<file path="src/rtl/GLOBAL_PARAM.sv">
// GLOBAL_PARAM: shared widths, dbuf mode encoding and the bw() width helper.
package GLOBAL_PARAM;
   localparam int DDR_W = 64;
   localparam int DBUF_GRP = 4;
   typedef enum logic {DBUF_MODE_CONV, DBUF_MODE_FC} dbuf_mode_t;
   function automatic int bw(input int n);
      return (n > 1) ? $clog2(n) : 1;
   endfunction
endpackage

</file>
<file path="src/rtl/ddr2dbuf_addr_gen.sv">
// ddr2dbuf_addr_gen: ch/pix/row beat counters producing dbuf address, unit index and last flag.
module ddr2dbuf_addr_gen
   import GLOBAL_PARAM::*;
#(
   parameter int CNT_W = 4,
   parameter int ADDR_W = 8
) (
   input  logic              clk,
   input  logic              rst,
   input  logic              clear,
   input  logic              fire,
   input  dbuf_mode_t        mode,
   input  logic [CNT_W-1:0]  ch_num,
   input  logic [CNT_W-1:0]  row_num,
   input  logic [CNT_W-1:0]  pix_num,
   output logic [ADDR_W-1:0] addr,
   output logic [1:0]        unit,
   output logic              last
);
   localparam int FULL_W = 3 * CNT_W - 2;
   logic [CNT_W-1:0] ch, row, pix;
   logic [FULL_W-1:0] conv_addr;
   logic conv, ch_end, pix_end, row_end;
   assign conv = mode == DBUF_MODE_CONV;
   assign ch_end = ch == ch_num;
   assign pix_end = pix == pix_num;
   assign row_end = row == row_num;
   // ch takes the MSBs so truncation drops high channel bits first
   assign conv_addr = {ch, row[CNT_W-1:1], pix[CNT_W-1:1]};
   assign addr = conv ? ADDR_W'(conv_addr) : ADDR_W'(ch);
   assign unit = {row[0], pix[0]};
   assign last = conv ? ch_end & pix_end & row_end : ch_end;
   always_ff @(posedge clk) begin
      if (rst || clear) begin
         ch <= '0;
         pix <= '0;
         row <= '0;
      end else if (fire) begin
         ch <= ch_end ? '0 : ch + 1'b1;
         if (conv && ch_end) begin
            pix <= pix_end ? '0 : pix + 1'b1;
            if (pix_end) row <= row_end ? '0 : row + 1'b1;
         end
      end
   end
endmodule

</file>
<file path="src/rtl/ddr2dbuf_stream.sv">
// ddr2dbuf_stream: scatters DDR beats into PE dbuf write ports with ready/valid backpressure.
// Depool mask path and paired ddr1/ddr2 handshake exist only when DDR2DBUF_DEPOOL_EN is defined.
module ddr2dbuf_stream #(
   parameter int DDR_W = GLOBAL_PARAM::DDR_W,
   parameter int DATA_W = 16,
   parameter int BATCH = 4,
   parameter int GRP = GLOBAL_PARAM::DBUF_GRP,
   parameter int PE_NUM = 32,
   parameter int BUF_DEPTH = 256,
   parameter int ADDR_W = GLOBAL_PARAM::bw(BUF_DEPTH),
   parameter int CNT_W = 4
) (
   input  logic                               clk,
   input  logic                               rst,
   input  logic                               start,
   output logic                               done,
   input  logic [1:0]                         conf_mode,
   input  logic [CNT_W-1:0]                   conf_ch_num,
   input  logic [CNT_W-1:0]                   conf_row_num,
   input  logic [CNT_W-1:0]                   conf_pix_num,
   input  logic [PE_NUM-1:0]                  conf_mask,
   input  logic                               conf_depool,
   input  logic [DDR_W-1:0]                   ddr1_data,
   input  logic                               ddr1_valid,
   output logic                               ddr1_ready,
   input  logic [DDR_W-1:0]                   ddr2_data,
   input  logic                               ddr2_valid,
   output logic                               ddr2_ready,
   output logic [GRP-1:0][BATCH*DATA_W-1:0]   dbuf_wr_data,
   output logic [ADDR_W-1:0]                  dbuf_wr_addr,
   output logic [PE_NUM-1:0]                  dbuf_wr_en
);
   localparam int WORD_W = BATCH * DATA_W;
   localparam logic [1:0] S_IDLE = 2'd0, S_RUN = 2'd1, S_DRAIN = 2'd2;
   logic [1:0] state;
   logic drain_cnt, run, paired, both, fire, last, depool_q, unused;
   GLOBAL_PARAM::dbuf_mode_t mode_q;
   logic [CNT_W-1:0] ch_q, row_q, pix_q;
   logic [PE_NUM-1:0] mask_q, en_c, s1_en;
   logic [ADDR_W-1:0] addr, s1_addr;
   logic [1:0] unit;
   logic [GRP-1:0] onehot;
   logic [WORD_W-1:0] word;
   logic [GRP-1:0][WORD_W-1:0] data_c, s1_data;
   assign run = state == S_RUN;
   assign done = state == S_IDLE;
   assign both = ddr1_valid & ddr2_valid;
   assign ddr1_ready = run & (~paired | both);
   assign ddr2_ready = run & paired & both;
   assign fire = ddr1_valid & ddr1_ready;
   assign word = ddr1_data[WORD_W-1:0];
   assign onehot = GRP'(1) << unit;
   assign unused = ^{ddr1_data, ddr2_data, ddr2_valid, depool_q};
`ifdef DDR2DBUF_DEPOOL_EN
   assign paired = mode_q == GLOBAL_PARAM::DBUF_MODE_CONV && depool_q;
   for (genvar j = 0; j < GRP; j++) begin : g_unit
      for (genvar i = 0; i < BATCH; i++) begin : g_elem
         assign data_c[j][i*DATA_W +: DATA_W] =
            (!paired || ddr2_data[j*BATCH+i]) ? word[i*DATA_W +: DATA_W] : '0;
      end
   end
`else
   assign paired = 1'b0;
   assign data_c = {GRP{word}};
`endif
   // plain CONV writes one unit per group; FC and depool write every masked PE
   always_comb
      en_c = !fire ? '0 :
             (mode_q == GLOBAL_PARAM::DBUF_MODE_CONV && !paired) ? mask_q & {(PE_NUM/GRP){onehot}} :
             mask_q;
   ddr2dbuf_addr_gen #(.CNT_W(CNT_W), .ADDR_W(ADDR_W)) u_addr_gen (
      .clk(clk), .rst(rst), .clear(done && start), .fire(fire), .mode(mode_q),
      .ch_num(ch_q), .row_num(row_q), .pix_num(pix_q),
      .addr(addr), .unit(unit), .last(last)
   );
   always_ff @(posedge clk) begin
      if (rst) begin
         state <= S_IDLE;
         drain_cnt <= 1'b0;
      end else begin
         drain_cnt <= state == S_DRAIN ? ~drain_cnt : 1'b0;
         state <= (done && start) ? S_RUN :
                  (fire && last) ? S_DRAIN :
                  (state == S_DRAIN && drain_cnt) ? S_IDLE : state;
      end
   end
   always_ff @(posedge clk) begin
      if (done && start) begin
         mode_q <= conf_mode == 2'd0 ? GLOBAL_PARAM::DBUF_MODE_CONV : GLOBAL_PARAM::DBUF_MODE_FC;
         ch_q <= conf_ch_num;
         row_q <= conf_row_num;
         pix_q <= conf_pix_num;
         mask_q <= conf_mask;
         depool_q <= conf_depool;
      end
   end
   always_ff @(posedge clk) begin
      if (rst) begin
         s1_en <= '0;
         dbuf_wr_en <= '0;
      end else begin
         s1_en <= en_c;
         dbuf_wr_en <= s1_en;
      end
   end
   always_ff @(posedge clk) begin
      s1_data <= data_c;
      s1_addr <= addr;
      dbuf_wr_data <= s1_data;
      dbuf_wr_addr <= s1_addr;
   end
endmodule

</file>
<file path="config.mk">
export PLATFORM = sky130hd
export DESIGN_NAME = ddr2dbuf_stream
export DESIGN_NICKNAME = d
export VERILOG_FILES = /design/src/rtl/GLOBAL_PARAM.sv /design/src/rtl/ddr2dbuf_addr_gen.sv /design/src/rtl/ddr2dbuf_stream.sv
export SDC_FILE = /design/constraint.sdc
export NUM_CORES = 1
export LEC_CHECK = 0
export BUFFER_PORTS_ARGS = -buffer_cell sky130_fd_sc_hd__buf_2
export CORE_AREA = 2 2 188 190
export DETAILED_ROUTE_END_ITERATION = 16
export DIE_AREA = 0 0 190 192
export PLACE_DENSITY = 0.59
export SLEW_MARGIN = 25
export SYNTH_ARGS = -nofsm -noshare
export SYNTH_HDL_FRONTEND = slang
export SYNTH_HIERARCHICAL = 1
export SYNTH_SLANG_ARGS = --single-unit
export TNS_END_PERCENT = 100
</file>
<file path="constraint.sdc">
create_clock -name clk -period 6.5 [get_ports clk]
set_input_delay 1.3 -clock clk [delete_from_list [all_inputs] [get_ports clk]]
set_output_delay 1.3 -clock clk [all_outputs]
set_load 0.005 [all_outputs]
</file>
==> results of run 1 <==
where the power goes:
group / internal (mW) / switching, mW / leakage [nW]
sequential: 1.76 / 0.0409 / 2.28
clock: 0.888 / 0.641 / 0.444
combinational: 0.0903 / 0.0801 / 2.14
total: 2.73 / 0.762 / 4.85
logic make-up (layout without fill, tap and decap cells):
family,count (synthesis),count (layout),share of synthesized area
flip-flops,268,268,0.676
buffers and inverters,227,480,0.187
AND/OR/NAND/NOR,101,101,0.0742
AO/OA/AOI/OAI,34,34,0.0356
XOR/XNOR,15,15,0.0153
multiplexers,5,5,0.00640
adder cells (fa/ha/maj),3,3,0.00437
other,1,2,0.000436
placed cells by master, fill, tap and decap left out, types with 3 or more instances in the layout:
cell type / n
clkbuf_16: 28
xor2_1: 10
dfxtp_1: 223
nor2b_1: 35
nand3_1: 4
nand2_1: 6
inv_1: 18
ha_1: 3
buf_2: 411
mux2_2: 4
a211oi_1: 3
a211oi_2: 14
o21ai_0: 4
nor3b_1: 18
a21oi_1: 7
and2b_1: 4
edfxtp_1: 45
clkbuf_1: 5
nor2_1: 11
xnor2_1: 5
nand2b_1: 5
clkbuf_8: 8
synthesized netlist by cell type, types with 5 or more instances:
cell type	instances
a211oi_2	14
xor2_1	10
inv_1	18
a21oi_1	7
clkbuf_1	6
buf_4	195
dfxtp_1	223
nor2b_1	35
nor2_1	12
xnor2_1	5
edfxtp_1	45
nand2b_1	5
nand2_1	6
nor3b_1	18
metal layers:
layer	share of wire	vias to the layer above
li1	-	2395
met3	0.075	36
met5	0.0027	-
met4	0.020	8
met2	0.53	228
met1	0.38	2276
worst max path at each step:
stage / startpoint / end / slack [ps]
after floorplan: start / u_addr_gen/pix[2]$_SDFFE_PP0P_ / 2270
final: state[0]$_SDFFE_PP0P_ / ddr1_ready / 3760
after global routing: state[0]$_SDFFE_PP0P_ / ddr1_ready / 3680
after global placement: start / u_addr_gen/pix[2]$_SDFFE_PP0P_ / 3350
after CTS: state[0]$_SDFFE_PP0P_ / ddr1_ready / 3740
after detailed placement: start / u_addr_gen/pix[2]$_SDFFE_PP0P_ / 3350
through the flow:
| step | instance area, um^2 | worst slack (ps) | utilization | hold slack [ps] | instances |
|---|---|---|---|---|---|
| floorplan | 8600 | 2270 | - | 310 | 654 |
| global placement | 9710 | 3350 | 0.283 | 310 | 1313 |
| detailed placement | 9710 | 3350 | 0.283 | 312 | 1313 |
| CTS | 10600 | 3740 | 0.309 | 326 | 1362 |
| global route | 10600 | 3680 | 0.309 | 330 | 1362 |
| finish | 10600 | 3760 | 0.309 | 325 | 1363 |
state kept, by name, indices dropped and copies added (netlist names):
register and cells:
dbuf_wr_addr 8, mask_q 32, dbuf_wr_en 32, ch_q 4
row_q 4, s1_en 32, s1_data 64, drain_cnt 1
s1_addr 8, state 2, u_addr_gen/row 4, pix_q 4
u_addr_gen/ch 4, u_addr_gen/pix 4, mode_q 1, dbuf_wr_data 64
cell type report:
| type | instances | share of cell area |
|---|---|---|
| inverter | 18 | 0.00637 |
| sequential | 268 | 0.548 |
| clock inverter | 8 | 0.00637 |
| tap | 455 | 0.0537 |
| multi-input combinational | 159 | 0.112 |
| timing repair buffer | 413 | 0.195 |
| antenna | 1 | 0.000236 |
| clock buffer | 41 | 0.0782 |
worst register-to-register path, delay by kind of cell, from the launching register on:
kind                   cells  cell delay, ps
buffers and inverters      1             470
flip-flops                 1             350
AO/OA/AOI/OAI              1             210
AND/OR/NAND/NOR            4            1050
==> key figures, run 1 <==
Status
  – Status: completed

Critical path
  – WP depth: 2
  – Critical path class: reg2out
  – Crit path buffers/inverters: 1
  – Reg-to-reg endpoint: u_addr_gen/pix[2]$_SDFFE_PP0P_
  – Critical path's top delay family: flip-flops
  – Critical path peak fanout: 6
  – Worst path slowest cell: dfxtp_1
  – Worst stage delay on the critical path: 460 ps
  – Worst r2r src: state[1]$_SDFFE_PP0P_
  – CP endpoint kind: output pin
  – WP data required: around 5200 ps
  – Crit path DAT: 1440 ps
  – Critical path, cell by cell: nor2b_1 > buf_2
  – FF-to-FF path depth: 6
  – Critical Path Source Type: flop
  – Flop2flop setup slack: 4320 ps

STA
  – Final Skew: roughly 20 ps
  – Fin Setup TNS: 0 ps
  – Worst Tran Pin Value: roughly 770 ps
  – RSZ-0062 raised after global routing: no
  – Slew Limit Fails: 0
  – Setup violators final: 0
  – Hold Violations, Final: 0
  – Fmax: 365 MHz
  – Final period util: 0.422
  – Slew HR: 0.483
  – Final min period: 2740 ps

Synthesis
  – Main area contributors after synthesis: dfxtp_1, buf_4, edfxtp_1
  – Mapped Cells: 654
  – Post-synth EDFFs: 45
  – Syn_nets: around 840
  – Synthesized flop and latch total: between 200 and 300
  – Ys async rst share: 0
  – Yosys warns: 6
  – Share of Yosys cell area claimed by the top area cell type: 0.519
  – Top_reg_cell synth: dfxtp_1
  – Avg Inst Size Synth: 13.1 um^2
  – Count of unique library cells instantiated by Yosys: 42
  – Post-synthesis sequential area ratio: 0.676
  – Cell area after synthesis: 8600 um^2
  – Synth area leader: dfxtp_1

Min path
  – Hold Crit Class: reg2reg
  – Worst min-delay path startpoint: s1_data[49]$_DFF_P_
  – Worst Hold Path Cells: 0
  – Hold Crit Endpoint: dbuf_wr_data[49]$_DFF_P_

Global route
  – Met3 Use GR: 0.0256
  – Met2 global-route usage: 0.188
  – Number of global-route vias before repair: 4,591
  – First-pass GRT wire length: 27,400 um
  – Total Routing Usage GR: 0.101
  – Busiest grt layer: met2
  – Largest net degree at the start of global routing: 39
  – Gr ovfl total: 0
  – Met1 Use GR: 0.111
  – Initial antenna violation count: 6

Drt
  – Routed WL per cell: 14.7 um
  – DRT iter0 DRCs: 100
  – Via count: 4,943
  – Detailed Routing Iterations Pass 1: 4
  – ANT nets after route: 0
  – Routed Wire Length: approximately 20,000 um
  – Vias/cell: about 3.6
  – DRC errors left: 0

Pwr
  – Max IR drop VDD: 0.000180 V
  – Overall power: 3.50 mW
  – LEAKAGE: 4.85 nW
  – Pwr Density: about 330 nW/um^2

Clock tree
  – CTS resizes: 0
  – Total CTS buffers: 27
  – CTS tree: built
  – Root buffer cell: clkbuf_16
  – Setup repair bufs after CTS: 0
  – Worst skew pair latency: 550 ps
  – # clock sinks: 268
  – Hold_buf cts: 0
  – Reg clk slew, reported paths: approximately 60 ps
  – Longest Clk Path Bufs: 3
  – Max H-tree Level: 1

Die
  – Core Area: 34,300 um^2
  – Core Rows: 68
  – Initial core utilization: 0.251
  – Die area: 36,500 um^2
  – Die height: ~190 um
  – # IOs: 479
  – Die X: 190 um

Layout
  – Area growth syn-to-layout: 23.4%
  – Nets: 1,070
  – Layout cells sized above 1: 0.531
  – Reg area: a little under 6000 um^2
  – Fillers: 3,512
  – Area occupied by multi-input gates: 1180 um^2

Placement
  – Hpwl dp: 15,400 um
  – # port buffers: slightly above 400
  – GP Congestion: 0.720

Flow run
  – Max-cap violations: 0
No activity file was read; power rests on OpenSTA's default activity.
==> run 2, diff against run 1 <==
--- a/config.mk
+++ b/config.mk
@@ -6,10 +6,10 @@
 export NUM_CORES = 1
 export LEC_CHECK = 0
 export BUFFER_PORTS_ARGS = -buffer_cell sky130_fd_sc_hd__buf_2
-export CORE_AREA = 2 2 188 190
+export CORE_AREA = 2 2 184 186
 export DETAILED_ROUTE_END_ITERATION = 16
-export DIE_AREA = 0 0 190 192
-export PLACE_DENSITY = 0.59
+export DIE_AREA = 0 0 186 188
+export PLACE_DENSITY = 0.63
 export SLEW_MARGIN = 25
 export SYNTH_ARGS = -nofsm -noshare
 export SYNTH_HDL_FRONTEND = slang
==> constraint.sdc (replaced) <==
create_clock -name clk -period 2.2 [get_ports clk]
set_input_delay 0.44 -clock clk [delete_from_list [all_inputs] [get_ports clk]]
set_output_delay 0.44 -clock clk [all_outputs]
set_load 0.005 [all_outputs]
==> key figures, run 2 (same netlist as run 1, synthesis figures left out) <==
Status
  – Status: completed

Layout
  – Fin util: 0.342
  – Fillers: 3,279
  – Commonest non-fill, non-tap cell in the layout: buf_2
  – Top flop regs: dbuf_wr_data (64), s1_data (64)
  – Layout cells sized above 1: 0.501
  – Reg area: 5820 um^2
  – Final Cell Area: between 10,000 and 15,000 um^2
  – Nets: roughly 1,100
  – Area growth syn-to-layout: 31.6%
  – Commonest cells after routing, fill and taps aside: buf_2, dfxtp_1, dlygate4sd3_1, edfxtp_1, nor2b_1
  – Area occupied by multi-input gates: 1180 um^2

Die
  – Core Area: 33,100 um^2
  – Die height: 188 um
  – # IOs: 479
  – Die X: 186 um
  – Die area: between 30,000 and 40,000 um^2
  – Core Rows: 67
  – Initial core utilization: 0.260

Drt
  – DRT iter0 DRCs: around 190
  – Routed Wire Length: 20,400 um
  – Vias/cell: 3.64
  – Via count: 5,217
  – Routed WL per cell: 14.3 um
  – ANT nets after route: 0
  – Detailed Routing Iterations Pass 1: 4
  – DRC errors left: 0

Pwr
  – Pwr Density: 925 nW/um^2
  – Clock share of power: 0.435
  – Internal power: slightly above 8 mW
  – NetSw: 2.24 mW
  – Comb pwr share: 0.059
  – LEAKAGE: between 5 and 6 nW
  – Switching Share: 0.214
  – Flop pwr share: 0.507
  – Overall power: between 10 and 15 mW
  – Max IR drop VDD: 0.000523 V

STA
  – Worst hold slack: 32.7 ps
  – Setup violators final: 0
  – Fmax: ~530 MHz
  – Slew Limit Fails: 0
  – Slew HR: 0.553
  – Final period util: 0.863
  – RSZ-0062 raised after global routing: no
  – Hold Violations, Final: 0
  – Fin Setup TNS: 0 ps
  – Final Skew: 13.5 ps
  – Final min period: approximately 1900 ps
  – Worst Tran Pin Value: ~670 ps

Global route
  – Gr ovfl total: 0
  – Initial antenna violation count: 4
  – Largest net degree at the start of global routing: 33
  – Total Routing Usage GR: 0.110
  – First-pass GRT wire length: 29,100 um
  – Number of global-route vias before repair: around 5,000

Critical path
  – Critical path peak fanout: 9
  – FF-to-FF path depth: 7
  – Critical Path Source Type: flop
  – Worst stage delay on the critical path: 540 ps
  – WP data required: 2640 ps
  – Worst path slowest cell: dfxtp_1
  – Critical path class: reg2reg
  – Flop2flop setup slack: 300 ps
  – Worst r2r src: u_addr_gen/pix[0]$_SDFFE_PP0P_
  – Reg-to-reg endpoint: state[1]$_SDFFE_PP0P_
  – CP endpoint kind: flop
  – Critical path, cell by cell: xor2_1 > nor4_4 > buf_4 > a21oi_1 > nor2_1 > a21oi_1 > a211oi_1
  – Crit path DAT: 2330 ps
  – Most used cell, CP: a21oi_1

Placement
  – # port buffers: 411
  – GP Congestion: around 0.75
  – Post-placement cell area: 9770 um^2
  – Hpwl dp: 14,700 um

Clock tree
  – CTS resizes: 0
  – Max H-tree Level: 1
  – Worst skew pair latency: 530 ps
  – Root buffer cell: clkbuf_16
  – Total CTS buffers: 28
  – Longest Clk Path Bufs: 3
  – Reg clk slew, reported paths: 60 ps
  – CTS tree: built
  – Setup repair bufs after CTS: 0
  – # clock sinks: 268
  – Hold_buf cts: between 60 and 70

Min path
  – Hold Crit Class: in2reg
  – Hold Crit Endpoint: s1_data[44]$_DFF_P_
  – Worst Hold Path Cells: 1
  – Worst min-delay path startpoint: ddr1_data[44]

Flow run
  – Max-cap violations: 0
-- run 2: cell types whose count changed in the layout (fill, tap and decap cells not counted), sizes merged --
| cell | delta |
|---|---|
| diode | +2 |
| clkinvlp | -1 |
| clkbuf | +2 |
| clkinv | +4 |
| buf | +9 |
| inv | -3 |
| dlygate4sd3 | +63 |
-- run 2: routing by layer --
metal	share of wire	track usage	wire, um	vias up
li1	-	-	-	2542
met1	0.39	0.126	7980	2410
met2	0.52	0.203	10600	223
met3	0.065	0.0258	1330	38
met4	0.022	0.0300	455	4
met5	0.0013	0	27	-
-- run 2: area by class of cell --
class	count	share of cell area
inverter	18	0.00597
timing repair buffer	485	0.245
antenna	3	0.000663
tap	448	0.0495
sequential	268	0.514
clock buffer	43	0.0760
multi-input combinational	159	0.105
clock inverter	8	0.00453
-- run 2: power by group through the flow --
stage	clock network [mW]	registers, mW	logic (mW)
after floorplan	0	5.38	0.384
after global placement	0	5.40	0.527
after detailed placement	0	5.41	0.530
after CTS	4.73	5.31	0.620
after global routing	4.94	5.32	0.682
final	4.55	5.30	0.614
-- run 2: through the flow --
stage | std cells | worst slack, ps
finish | 1432 | 301
global route | 1430 | 132
CTS | 1429 | 299
detailed placement | 1315 | 321
global placement | 1315 | 389
floorplan | 654 | 127
-- run 2: how the worst max path moves through the flow --
stage	from	end	slack, ps	depth (start not counted)
after floorplan	start	u_addr_gen/pix[2]$_SDFFE_PP0P_	130	6
after global placement	u_addr_gen/pix[0]$_SDFFE_PP0P_	state[1]$_SDFFE_PP0P_	390	7
after detailed placement	u_addr_gen/pix[0]$_SDFFE_PP0P_	state[1]$_SDFFE_PP0P_	320	7
after CTS	u_addr_gen/pix[0]$_SDFFE_PP0P_	state[1]$_SDFFE_PP0P_	300	7
after global routing	u_addr_gen/pix[0]$_SDFFE_PP0P_	state[1]$_SDFFE_PP0P_	130	7
final	u_addr_gen/pix[0]$_SDFFE_PP0P_	state[1]$_SDFFE_PP0P_	300	7
-- run 2: worst max-delay path: cells and delay by family, from the launching register on --
family	cells	cell delay, ps
XOR/XNOR	1	160
buffers and inverters	1	200
flip-flops	1	540
AND/OR/NAND/NOR	2	520
AO/OA/AOI/OAI	3	400
==> run 3, diff against run 2 <==
--- a/config.mk
+++ b/config.mk
@@ -6,10 +6,10 @@
 export NUM_CORES = 1
 export LEC_CHECK = 0
 export BUFFER_PORTS_ARGS = -buffer_cell sky130_fd_sc_hd__buf_2
-export CORE_AREA = 2 2 184 186
+export CORE_AREA = 2 2 188 190
 export DETAILED_ROUTE_END_ITERATION = 16
-export DIE_AREA = 0 0 186 188
-export PLACE_DENSITY = 0.63
+export DIE_AREA = 0 0 190 192
+export PLACE_DENSITY = 0.59
 export SLEW_MARGIN = 25
 export SYNTH_ARGS = -nofsm -noshare
 export SYNTH_HDL_FRONTEND = slang
==> constraint.sdc (replaced) <==
create_clock -name clk -period 1.79 [get_ports clk]
set_input_delay 0.358 -clock clk [delete_from_list [all_inputs] [get_ports clk]]
set_output_delay 0.358 -clock clk [all_outputs]
set_load 0.005 [all_outputs]
==> key figures, run 3 (same netlist as run 1, synthesis figures left out) <==
Layout
  – Commonest non-fill, non-tap cell in the layout: buf_2
  – Commonest cells after routing, fill and taps aside: buf_2, dfxtp_1, dlygate4sd3_1, edfxtp_1, nor2b_1
  – Nets: 1,195
  – Ant diodes: 0
  – Layout cells sized above 1: 0.489
  – Top flop regs: dbuf_wr_data (64), s1_data (64)
  – Area growth syn-to-layout: 38.2%

Clock tree
  – # clock sinks: 268
  – Max H-tree Level: 1
  – CTS tree: built
  – Worst skew pair latency: 540 ps
  – Root buffer cell: clkbuf_16
  – Reg clk slew, reported paths: roughly 70 ps
  – Longest Clk Path Bufs: 3
  – Setup repair bufs after CTS: 0
  – Total CTS buffers: 28

Die
  – Core Rows: 68
  – # IOs: around 480
  – Core Area: approximately 34,000 um^2
  – Die height: 192 um
  – Die X: 190 um
  – Die area: 36,500 um^2
  – Initial core utilization: 0.251

Drt
  – Routed WL per cell: 14.6 um
  – Detailed Routing Iterations Pass 1: 4
  – Routed Wire Length: between 20,000 and 25,000 um
  – ANT nets after route: 0
  – DRT iter0 DRCs: about 160
  – DRC errors left: 0
  – Vias/cell: 3.66
  – Via count: 5,446

Pwr
  – Max IR drop VDD: 0.000767 V
  – LEAKAGE: approximately 5.4 nW
  – Flop pwr share: 0.498
  – Clock share of power: 0.436
  – Pwr Density: 1100 nW/um^2
  – NetSw: ~2.9 mW
  – Internal power: 10.2 mW
  – Switching Share: 0.219
  – Comb pwr share: 0.066

STA
  – Final min period: 1720 ps
  – Slew Limit Fails: 0
  – Worst Tran Pin Value: 567 ps
  – Fmax: ~600 MHz
  – Setup ws final: 74.6 ps
  – Fin Setup TNS: 0 ps
  – Setup violators final: 0
  – Hold Violations, Final: 0
  – Final period util: 0.958
  – Final Skew: around 14 ps
  – Slew HR: 0.622

Global route
  – Largest net degree at the start of global routing: 34
  – Gr ovfl total: 0
  – Total Routing Usage GR: 0.109
  – Initial antenna violation count: 1
  – Number of global-route vias before repair: 5,207
  – First-pass GRT wire length: 30,000 um

Min path
  – Hold Crit Endpoint: mode_q$_DFFE_PP_
  – Worst min-delay path startpoint: conf_mode[0]
  – Hold Crit Class: in2reg
  – Worst Hold Path Cells: 2

Critical path
  – Critical Path Source Type: flop
  – Worst path slowest cell: dfxtp_1
  – Critical path class: reg2reg
  – Worst r2r src: u_addr_gen/pix[1]$_SDFFE_PP0P_
  – Crit path DAT: 2180 ps
  – Worst stage delay on the critical path: 480 ps
  – Critical path, cell by cell: xor2_2 > nor4_4 > nand4b_1 > or3_1 > a21oi_1
  – Critical path's top delay family: simple AND/OR/NAND/NOR gates
  – CP endpoint kind: flop
  – Critical path peak fanout: 5
  – FF-to-FF path depth: 5
  – Reg-to-reg endpoint: u_addr_gen/row[3]$_SDFFE_PP0P_
  – Flop2flop setup slack: 70 ps
  – Crit path buffers/inverters: 0
  – WP data required: between 2000 and 2500 ps

Placement
  – # port buffers: 411
  – Post-Place Setup Slack: ~110 ps
  – GP Congestion: 0.749
  – Hpwl dp: 15,500 um

Status
  – Status: completed

Flow run
  – Max-cap violations: 0
run 3: what timing repair did:
item                       in CTS  in global routing
hold endpoints to repair      108                  0
hold buffers                  108                  0
gates resized for setup         0                  8
setup endpoints to repair       0                  4
run 3: cell type report:
class | instances | area, um^2
flip-flops and latches | 268 | 5820
repair buffers | 537 | 3290
clock buffers | 42 | 816
well taps | 455 | 569
fillers | 3424 | 22400
multi-input cells | 159 | 1220
clock inverters | 9 | 103
inverters | 18 | 67.6
run 3: worst max-delay path by stage:
stage / startpoint / slack, ps / endpoint / cells after the start
after floorplan: state[1]$_SDFFE_PP0P_ / -130 / u_addr_gen/pix[2]$_SDFFE_PP0P_ / 6
after global routing: u_addr_gen/row[3]$_SDFFE_PP0P_ / -20 / u_addr_gen/row[3]$_SDFFE_PP0P_ / 6
after CTS: u_addr_gen/pix[2]$_SDFFE_PP0P_ / 80 / state[0]$_SDFFE_PP0P_ / 7
final: u_addr_gen/pix[1]$_SDFFE_PP0P_ / 70 / u_addr_gen/row[3]$_SDFFE_PP0P_ / 5
after detailed placement: u_addr_gen/pix[2]$_SDFFE_PP0P_ / 110 / state[0]$_SDFFE_PP0P_ / 7
after global placement: u_addr_gen/pix[2]$_SDFFE_PP0P_ / 140 / state[0]$_SDFFE_PP0P_ / 7
run 3: metrics by stage:
| step | utilization | area [um^2] | power, mW | cells | hold WS (ps) |
|---|---|---|---|---|---|
| after floorplan | - | 8630 | 7.09 | 654 | 310 |
| after global placement | 0.287 | 9850 | 7.32 | 1329 | 310 |
| after detailed placement | 0.287 | 9850 | 7.33 | 1329 | 312 |
| after CTS | 0.346 | 11900 | 13.3 | 1488 | 38.4 |
| after global routing | 0.347 | 11900 | 13.6 | 1488 | 50.6 |
| final | 0.347 | 11900 | 13.1 | 1488 | 72.6 |
run 3: layer usage:
layer,GRT usage,up-vias,share of wire
li1,-,2639,-
met1,0.120,2542,0.38
met2,0.212,237,0.54
met3,0.0219,26,0.066
met4,0.0304,2,0.014
met5,0,-,0.00032
run 3: power by group through the flow:
stage	logic (mW)	clock network, mW	registers (mW)
final	0.857	5.70	6.52
after global routing	0.937	6.16	6.54
after CTS	0.867	5.88	6.52
after detailed placement	0.676	0	6.66
after global placement	0.673	0	6.65
after floorplan	0.477	0	6.61
